==> config.mk <==
export PLATFORM = sky130hd
export DESIGN_NAME = hmm_diag_feeder
export DESIGN_NICKNAME = d
export VERILOG_FILES = /design/src/rtl/hmm_pkg.sv /design/src/rtl/hmm_diag_mask.sv /design/src/rtl/hmm_diag_feeder.sv
export SDC_FILE = /design/constraint.sdc
export NUM_CORES = 1
export LEC_CHECK = 0
export BUFFER_PORTS_ARGS = -buffer_cell sky130_fd_sc_hd__buf_4
export CAP_MARGIN = 20
export CELL_PAD_IN_SITES_DETAIL_PLACEMENT = 0
export CELL_PAD_IN_SITES_GLOBAL_PLACEMENT = 1
export CORE_UTILIZATION = 35
export DETAILED_ROUTE_END_ITERATION = 7
export GPL_ROUTABILITY_DRIVEN = 0
export HOLD_SLACK_MARGIN = 0.12
export PLACE_DENSITY_LB_ADDON = 0.1
export SLEW_MARGIN = 10
export SYNTH_ARGS = -nofsm -noshare
export SYNTH_HDL_FRONTEND = slang
export SYNTH_SLANG_ARGS = --single-unit
==> constraint.sdc <==
create_clock -name sys_clk -period 4.5 [get_ports sys_clk]
set_clock_uncertainty 0.15 [all_clocks]
set_input_delay 0.9 -clock sys_clk [delete_from_list [all_inputs] [get_ports sys_clk]]
set_output_delay 0.9 -clock sys_clk [all_outputs]
set_load 0.01 [all_outputs]
==> src/rtl/hmm_pkg.sv <==
// Shared PairHMM definitions: base encodings, array sizing defaults, feeder FSM states.
// Latency: n/a (types and constants only).
// Backpressure: n/a.
package hmm_pkg;

  localparam int NPE_DEF    = 8;   // PEs in the diagonal array, also max read length
  localparam int MAX_H_DEF  = 64;  // max haplotype length
  localparam int BASE_W_DEF = 3;   // base code width
  localparam int QUAL_W_DEF = 6;   // Phred quality width

  typedef enum logic [2:0] {
    BASE_A = 3'd0,
    BASE_C = 3'd1,
    BASE_G = 3'd2,
    BASE_T = 3'd3,
    BASE_N = 3'd4
  } base_e;

  typedef enum logic [1:0] {
    ST_IDLE = 2'd0,
    ST_RUN  = 2'd1,
    ST_DONE = 2'd2
  } feed_state_e;

endpackage

==> src/rtl/hmm_diag_mask.sv <==
// Active-PE mask for anti-diagonal d: PE i holds cell (i, d-i) when that cell is inside the matrix.
// Latency: combinational.
// Backpressure: none; pure function of (d, rd_len, hap_len).
// Ports: d = diagonal index, rd_len/hap_len = run lengths, mask = one bit per PE.
module hmm_diag_mask
  import hmm_pkg::*;
#(
  parameter int NPE  = NPE_DEF,
  parameter int DG_W = 7,
  parameter int RL_W = 4,
  parameter int HL_W = 7
) (
  input  logic [DG_W-1:0] d,
  input  logic [RL_W-1:0] rd_len,
  input  logic [HL_W-1:0] hap_len,
  output logic [NPE-1:0]  mask
);

  always_comb begin
    mask = '0;
    for (int i = 0; i < NPE; i++) begin
      mask[i] = (i < int'(rd_len)) && (i <= int'(d)) && ((int'(d) - i) < int'(hap_len));
    end
  end

endmodule

==> src/rtl/hmm_diag_feeder.sv <==
// Buffers one read and one haplotype, then streams one anti-diagonal word per handshake to new_HMM.
// Latency: start -> first out_valid 1 cycle; 1 diagonal/cycle with out_ready high; done 1 cycle after last accept.
// Backpressure: word held stable while out_valid && !out_ready; abort drops out_valid immediately.
// Ports: wr_* load buffers in IDLE; rd_len/hap_len/start launch a run; pe_rd_*/hap_base/pe_mask/diag_*
//        form the diagonal word qualified by out_valid/out_ready; busy/err/done report status.
module hmm_diag_feeder
  import hmm_pkg::*;
#(
  parameter int NPE    = NPE_DEF,
  parameter int MAX_H  = MAX_H_DEF,
  parameter int BASE_W = BASE_W_DEF,
  parameter int QUAL_W = QUAL_W_DEF,
  parameter int HA_W   = $clog2(MAX_H),
  parameter int DG_W   = $clog2(NPE + MAX_H),
  parameter int RL_W   = $clog2(NPE) + 1,
  parameter int HL_W   = HA_W + 1
) (
  input  logic                     sys_clk,
  input  logic                     sys_rst,
  input  logic                     wr_en,
  input  logic                     wr_sel,
  input  logic [HA_W-1:0]          wr_addr,
  input  logic [BASE_W-1:0]        wr_base,
  input  logic [QUAL_W-1:0]        wr_qual,
  input  logic [RL_W-1:0]          rd_len,
  input  logic [HL_W-1:0]          hap_len,
  input  logic                     start,
  input  logic                     abort,
  output logic                     busy,
  output logic                     err,
  output logic                     done,
  output logic [NPE*BASE_W-1:0]    pe_rd_base,
  output logic [NPE*QUAL_W-1:0]    pe_rd_qual,
  output logic [BASE_W-1:0]        hap_base,
  output logic [NPE-1:0]           pe_mask,
  output logic [DG_W-1:0]          diag_idx,
  output logic                     diag_first,
  output logic                     diag_last,
  output logic                     out_valid,
  input  logic                     out_ready
);

  localparam int RA_W = $clog2(NPE);

  feed_state_e state, state_nxt;

  // Host-loaded buffers; contents survive abort and reset.
  logic [BASE_W-1:0] rd_base_mem [NPE];
  logic [QUAL_W-1:0] rd_qual_mem [NPE];
  logic [BASE_W-1:0] hap_mem     [MAX_H];

  logic [RL_W-1:0]   rl_q, rl_nxt;
  logic [HL_W-1:0]   hl_q, hl_nxt;
  logic [DG_W-1:0]   d_nxt;
  logic              load, upd, err_nxt, len_ok, last_nxt;
  logic [NPE-1:0]    mask_nxt;
  logic [BASE_W-1:0] hap_base_nxt;

  always_ff @(posedge sys_clk) begin
    if (state == ST_IDLE && wr_en) begin
      if (!wr_sel) begin
        if (int'(wr_addr) < NPE) begin
          rd_base_mem[wr_addr[RA_W-1:0]] <= wr_base;
          rd_qual_mem[wr_addr[RA_W-1:0]] <= wr_qual;
        end
      end else begin
        hap_mem[wr_addr] <= wr_base;
      end
    end
  end

  assign len_ok = (rd_len != '0) && (int'(rd_len) <= NPE) &&
                  (hap_len != '0) && (int'(hap_len) <= MAX_H);

  always_ff @(posedge sys_clk or posedge sys_rst) begin
    if (sys_rst) state <= ST_IDLE;
    else         state <= state_nxt;
  end

  // Next state plus the next diagonal/lengths; the word registers below sample these
  // so every output stays a flop.
  always_comb begin
    state_nxt = state;
    d_nxt     = diag_idx;
    rl_nxt    = rl_q;
    hl_nxt    = hl_q;
    load      = 1'b0;
    upd       = 1'b0;
    err_nxt   = 1'b0;
    case (state)
      ST_IDLE: begin
        if (start && !abort) begin
          if (len_ok) begin
            state_nxt = ST_RUN;
            d_nxt     = '0;
            rl_nxt    = rd_len;
            hl_nxt    = hap_len;
            load      = 1'b1;
            upd       = 1'b1;
          end else begin
            err_nxt = 1'b1;
          end
        end
      end
      ST_RUN: begin
        // abort beats a coinciding transfer: nothing advances
        if (out_ready && !abort) begin
          if (diag_last) begin
            state_nxt = ST_DONE;
          end else begin
            d_nxt = diag_idx + 1'b1;
            upd   = 1'b1;
          end
        end
      end
      ST_DONE: state_nxt = ST_IDLE;
      default: state_nxt = ST_IDLE;
    endcase
    if (abort) state_nxt = ST_IDLE;
  end

  hmm_diag_mask #(
    .NPE  (NPE),
    .DG_W (DG_W),
    .RL_W (RL_W),
    .HL_W (HL_W)
  ) u_mask (
    .d       (d_nxt),
    .rd_len  (rl_nxt),
    .hap_len (hl_nxt),
    .mask    (mask_nxt)
  );

  // Past the haplotype end the stream into PE0 is padded with 0.
  assign hap_base_nxt = (int'(d_nxt) < int'(hl_nxt)) ? hap_mem[d_nxt[HA_W-1:0]] : '0;
  assign last_nxt     = (int'(d_nxt) == int'(rl_nxt) + int'(hl_nxt) - 2);

  always_ff @(posedge sys_clk or posedge sys_rst) begin
    if (sys_rst) begin
      busy       <= 1'b0;
      err        <= 1'b0;
      done       <= 1'b0;
      out_valid  <= 1'b0;
      diag_idx   <= '0;
      diag_first <= 1'b0;
      diag_last  <= 1'b0;
      hap_base   <= '0;
      pe_mask    <= '0;
      pe_rd_base <= '0;
      pe_rd_qual <= '0;
      rl_q       <= '0;
      hl_q       <= '0;
    end else begin
      busy      <= (state_nxt != ST_IDLE);
      out_valid <= (state_nxt == ST_RUN);
      done      <= (state_nxt == ST_DONE);
      err       <= err_nxt;
      // Word fields only move on launch or accepted transfer, so they hold through stalls.
      if (upd) begin
        diag_idx   <= d_nxt;
        diag_first <= (d_nxt == '0);
        diag_last  <= last_nxt;
        hap_base   <= hap_base_nxt;
        pe_mask    <= mask_nxt;
      end
      if (load) begin
        rl_q <= rd_len;
        hl_q <= hap_len;
        for (int i = 0; i < NPE; i++) begin
          pe_rd_base[i*BASE_W +: BASE_W] <= (i < int'(rd_len)) ? rd_base_mem[i] : '0;
          pe_rd_qual[i*QUAL_W +: QUAL_W] <= (i < int'(rd_len)) ? rd_qual_mem[i] : '0;
        end
      end
    end
  end

endmodule

Word-level counts from Yosys, hierarchy flattened:

Memories as Yosys holds them, arrays and structs flattened. A register that Yosys moved wholly into a read port is not among the register bits.
Cells that the tools add are included.

* add/sub/neg operators: 10
* multiply operators: 0
* div/mod/pow operators: 0
* order comparisons: 34
* eq/ne operators: 4
* shifts and indexed selects: 0
* muxes and demuxes: 50
* bitwise gates (word level): 0
* reduce and logical (&&, ||, !) cells: 27

Operator list (count)
* $lt 32x8->1: 7
* $mux 7: 7
* $mux 6: 8
* $lt 3x4->1 const A: 8
* $sub 7x3->8 const B: 4
* $le 3x7->1 const A: 4
* $mux 3: 9
* $logic_and 1x1->1: 21
* $lt 1x4->1 const A: 4
* $lt 2x4->1 const A: 4
* $sub 7x2->8 const B: 2
* $mux 1: 15
* $le 2x7->1 const A: 2
* $pmux 7 s2: 1
* $mux 4: 3
* $mux 2: 5
* $eq 8x9->1: 1
* $sub 8x2->9 const B: 1
* $add 4x7->8: 1
* $sub 7x1->8 const B: 1
* $add 7x1->7 const B: 1
* $le 1x7->1 const A: 1
* $le 7x7->1 const B: 1
* $logic_not 7->1: 1
* 12 further kinds: 13

* flip-flop bits (word level): 109
* latch bits: 0
* memory bits (writable): 264
* memory bits (read-only): 0
* output and inout port bits: 96
* word-level logic and storage cells: 142
* memories: 3

Memories
* hap_mem: depth 64, width 3, rd ports 1, clocked after Yosys merged registers in 0, wr ports 1, RTL line hmm_diag_feeder.sv:50 `logic [BASE_W-1:0] hap_mem [MAX_H];`
* rd_qual_mem: depth 8, width 6, rd ports 8, clocked after Yosys merged registers in 1, wr ports 1, RTL line hmm_diag_feeder.sv:49 `logic [QUAL_W-1:0] rd_qual_mem [NPE];`
* rd_base_mem: depth 8, width 3, rd ports 8, clocked after Yosys merged registers in 1, wr ports 1, RTL line hmm_diag_feeder.sv:48 `logic [BASE_W-1:0] rd_base_mem [NPE];`

Depth between registers and ports, before layout:

* word-level depth: 10
* gate-level depth with buffers: 24
* gate-level depth less buffers: 19

Hierarchy:

Synthesis repeated with hierarchy kept, for this count alone.

* cells, all modules: 1449
* area, all modules: 17122.7 um2

By module, submodules not included
* hmm_diag_feeder: instances 1, cells each 1216, area each 15324.7 um2, seq. area each 10655.2 um2
* hmm_diag_mask: instances 1, cells each 233, area each 1798.0 um2, seq. area each 0.0 um2

Worst setup path before layout:

OpenSTA, ideal clock, no wires.

* path type: input to register
* from: in rd_len[3]
* to: reg diag_last
* library setup time: 0.095 ns
* data arrival time: 4.856 ns
* path slack: -0.601 ns
* stages on the path: 24
* cells stage by stage: buf_2 > or4_1 > nand4_1 > or3_4 > buf_6 > clkbuf_1 > clkbuf_1 > buf_2 > nand2_1 > nand2_1 > inv_1 > ha_1 > inv_1 > ha_1 > fa_1 > a21o_1 > a21oi_1 > nor2b_1 > nor2_1 > nor2_1 > nor2_1 > xnor2_1 > nand4_1 > o31ai_1

* longest elaborated chain between the ends: 10
* elaborated cells on any way between the ends: 20
* classes of those cells: add/sub: 2; order compare: 1; eq/ne: 1; mux: 12; reduce/logical: 4

RTL lines
* start, declared: RTL line hmm_diag_feeder.sv:25 `input logic [RL_W-1:0] rd_len,`
* $le 4x4->1 / $reduce_bool 4->1 (equally long branches): RTL line hmm_diag_feeder.sv:72 `assign len_ok = (rd_len != '0) && (int'(rd_len) <= NPE) &&`
* $logic_and 1x1->1 (2 in a row): RTL line hmm_diag_feeder.sv:72
* $logic_and 1x1->1: RTL line hmm_diag_feeder.sv:73 `(hap_len != '0) && (int'(hap_len) <= MAX_H);`
* $mux 4 / $mux 7 (equally long branches): RTL line hmm_diag_feeder.sv:93 `if (len_ok) begin`
* $mux 4 / $mux 7 (equally long branches): RTL line hmm_diag_feeder.sv:92 `if (start && !abort) begin`
* $mux 4 / $mux 7 (equally long branches): RTL line hmm_diag_feeder.sv:90 `case (state)`
* $add 4x7->8: RTL line hmm_diag_feeder.sv:136 `assign last_nxt = (int'(d_nxt) == int'(rl_nxt) + int'(hl_nxt) - 2);`
* $sub 8x2->9: RTL line hmm_diag_feeder.sv:136
* $eq 8x9->1: RTL line hmm_diag_feeder.sv:136
* end signal, assigned: RTL line hmm_diag_feeder.sv:162 `diag_last <= last_nxt;`
* end, declared: RTL line hmm_diag_feeder.sv:38 `output logic diag_last,`

Parallel ways exist; a longest one is shown, timed or not.
A chain may end at the register's enable or synchronous reset.

Final worst setup path:

* from: in hap_len[0]
* to: reg diag_last

* longest elaborated chain between the ends: 9
* elaborated cells on any way between the ends: 19
* classes of those cells: add/sub: 2; order compare: 1; eq/ne: 1; mux: 12; reduce/logical: 3

RTL lines
* start, declared: RTL line hmm_diag_feeder.sv:26 `input logic [HL_W-1:0] hap_len,`
* branches (longest 9 deep; another with $sub 8x2->9)

Several ways; the timed one is not identified.

==> flow_summary.json <==
{
  "vias": 11830,
  "crit_path_start_kind": "input port",
  "drv_cap": 0,
  "ys_async_sr_fraction_pct": 29.22,
  "critPathKind": "input port to register",
  "fin_crit_ns": 4.162,
  "drv_slew": 0,
  "drc": 0,
  "clock_latency_ns": 0.56,
  "drtAntennaViolNets": 0,
  "finalCritPeriodShare_pct": 92.48,
  "busiest_layer": "met2",
  "use_met3_pct": 2.703,
  "antennaDiodeCount": 0,
  "relSlewSlack_pct": 29.85,
  "wirelength_mm": 51.58,
  "final_nets": 1759,
  "start_util_pct": 35.40,
  "use_met1_pct": 30.55,
  "max-vdd-ir-drop_v": 0.0002759,
  "hold_class": "input port to async pin",
  "yosys_warnings": 0,
  "cts_tree": "done",
  "cpMaxStageDelayCell": "nor4_1",
  "cts_resized": 0,
  "use_met2_pct": 33.39,
  "synth_largest_area_cell": "edfxtp_1",
  "yosysMostFrequentCell": "nand2_1",
  "crit_top_cell": "ha_1",
  "syn_nets": 1543,
  "drtIter0Drc": 781,
  "worstSetupEndpointType": "register",
  "leakage_nw": 8.439,
  "reg2reg_from": "state[0]$_DFF_PP0_",
  "num_rows": 80,
  "worstPathArrival_ns": 4.49,
  "routedWlPerCell_um": 22.38,
  "outcome": "complete, no violations",
  "core_area_um2": 47650,
  "rsz0062_at_grt": "false",
  "antenna_found_initial": 0,
  "tightest_slew_ns": 1.052,
  "setup_ws_ns": 0.3382,
  "grt_pass1_vias": 12050,
  "ctsHoldBuffers": 0,
  "ios": 129,
  "yosysSeqAreaShare_pct": 63.18,
  "synth_edf_count": 264,
  "yosys-top-cells-area": "edfxtp_1, dfrtp_1, nand2_1",
  "cts_buffers": 44,
  "dp_hpwl_mm": 34.39,
  "htreeDepth": 2,
  "synthToLayoutAreaGrowth_pct": 22.66,
  "yosysTopAreaCellShare_pct": 47.00,
  "clkSinkCount": 373,
  "avgViaCountPerCell": 5.134,
  "startpoint": "hap_len[0]",
  "cts_setup_buffers": 0,
  "synth_area_per_cell_um2": 11.72,
  "design_area_um2": 20690,
  "grt_first_pass_wirelength_mm": 77.52,
  "cts.path.max_buffers": 3,
  "syn_inst": 1439,
  "grt_max_degree": 102,
  "die_area_um2": 49070,
  "setup_viol_count_final": 0,
  "drive_gt1_share_pct": 21.12,
  "synth_common_cells": "nand2_1, edfxtp_1, dfrtp_1",
  "crit_path_max_incr_delay_ns": 0.54,
  "grt.total_usage_pct": 21.21,
  "max_freq_ghz": 0.2403,
  "power_mw": 9.619,
  "ys.flop_type": "edfxtp_1",
  "synth.distinct_cells": 76,
  "drt_pre_antenna_iters": 5,
  "die_y_um": 221.5,
  "p_per_area_nw_per_um2": 465.0,
  "clk_pin_slew_ns": 0.05,
  "hold_violations": 0,
  "netlist_area_um2": 16870,
  "io_buffers": 128,
  "synth-seq-cells": 373,
  "crit_path_max_fanout": 10,
  "clockRootBuffer": "clkbuf_16",
  "post_dp_cell_area_um2": 19250,
  "cp.required_ns": 4.83,
  "die_w_um": 221.5,
  "grt_overflow": 0,
  "cp_cell_sequence": "buf_4 -> nor4_4 -> mux2_4 -> or3_4 -> mux2i_1 -> ha_1 -> inv_1 -> ha_1 -> fa_2 -> xor2_1 -> xnor2_1 -> nor4_1 -> nand4_1 -> o31ai_1",
  "place_ws_ns": -0.2426
}
==> path summary, 6_finish.rpt <==
| path | to | slack [ns] | depth (start not counted) |
|---|---|---|---|
| hold / removal | diag_last$_DFFE_PP0P_ | 0.15 | 2 |
| setup / recovery | diag_last$_DFFE_PP0P_ | 0.34 | 14 |
| hold reg to reg | pe_rd_base[2]$_DFFE_PP0P_ | 0.29 | 2 |
| max in group asynchronous | pe_rd_qual[46]$_DFFE_PP0P_ | 3.06 | 4 |
| setup reg to reg | diag_last$_DFFE_PP0P_ | 0.55 | 12 |
| min in group sys_clk | pe_rd_base[2]$_DFFE_PP0P_ | 0.29 | 2 |
==> state kept, by name, indices dropped and copies added, names as in the netlist <==
signal / flops
hap_mem: 192
pe_rd_qual: 48
rd_qual_mem: 48
pe_rd_base: 24
rd_base_mem: 24
pe_mask: 8
diag_idx: 7
hl_q: 7
rl_q: 4
hap_base: 3
state: 2
busy: 1
diag_first: 1
diag_last: 1
done: 1
err: 1
out_valid: 1
==> per-layer routing <==
| metal | vias to the layer above | share of wire [%] | routed length (um) |
|---|---|---|---|
| met5 | - | 0 | 0 |
| met2 | 255 | 46 | 23650 |
| met1 | 5873 | 48 | 24650 |
| met3 | 69 | 3.9 | 1996 |
| li1 | 5637 | - | - |
| met4 | 0 | 2.5 | 1277 |
==> placed cells by master (no fill, tap or decap), types with 5 or more instances in the layout <==
cell type / count
nor2b_1: 8
dfrtp_1: 109
clkbuf_1: 11
inv_2: 5
nand3_1: 55
a21o_1: 11
xor2_1: 8
or3_1: 5
mux2i_1: 21
a21oi_1: 49
o22ai_1: 5
inv_1: 29
o31ai_1: 8
o211ai_1: 5
o21a_1: 7
a211oi_1: 34
nand2b_1: 8
o21ai_0: 55
nor3_1: 10
a31oi_1: 12
clkbuf_8: 9
ha_1: 70
nand2_1: 304
clkinv_2: 8
edfxtp_1: 264
clkbuf_16: 45
nor2_1: 100
buf_4: 242
mux2_2: 9
nor4_1: 6
buf_12: 5
xnor2_1: 37
and3_1: 25
a311oi_1: 18
==> worst max-delay path, delay by kind of cell <==
kind	cells	cell delay, ns
xor gates and xnor gates	2	0.35
adders and majority gates	3	0.87
buffers and inverters	2	0.17
muxes	2	0.53
and+or+nand+nor	4	1.48
AOI/OAI and AO/OA	1	0.20
==> per-stage QoR <==
step / setup TNS (ns) / util, % / cells / hold WS [ns]
6_report: 0 / 43.42 / 2305 / 0.1536
5_1_grt: 0 / 43.42 / 2305 / 0.1652
4_1_cts: 0 / 43.36 / 2304 / 0.2901
3_5_place_dp: -0.4435 / 40.39 / 2223 / 0.2778
3_3_place_gp: -0.4418 / 40.39 / 2223 / 0.2704
2_1_floorplan: -0.2322 / - / 1439 / 0.2646
==> area by class of cell <==
cell class              count  area (um2)
clock buffers              65        1291
clock inverters            16       122.6
fillers                  4562       26960
inverters                  35       133.9
multi-input cells         953        5771
flip-flops and latches    373       10660
well taps                 615       769.5
repair buffers            248        1944
==> power breakdown <==
| part | total [mW] | internal (mW) | leakage [nW] | switching [mW] |
|---|---|---|---|---|
| sequential | 4.04 | 3.90 | 3.79 | 0.144 |
| clock | 3.48 | 2.05 | 0.698 | 1.44 |
| combinational | 2.09 | 0.920 | 3.95 | 1.17 |
| total | 9.62 | 6.87 | 8.44 | 2.75 |
==> logic make-up after synthesis <==
| kind of cell | count (synthesis) | synth area share (%) |
|---|---|---|
| simple gates | 560 | 14.65 |
| flops | 373 | 63.18 |
| compound gates | 245 | 9.718 |
| buf+inv | 113 | 2.789 |
| fa+ha+maj | 71 | 5.312 |
| xor+xnor | 45 | 2.337 |
| mux | 32 | 2.018 |
Note: power is estimated with default switching activity, not from simulation.
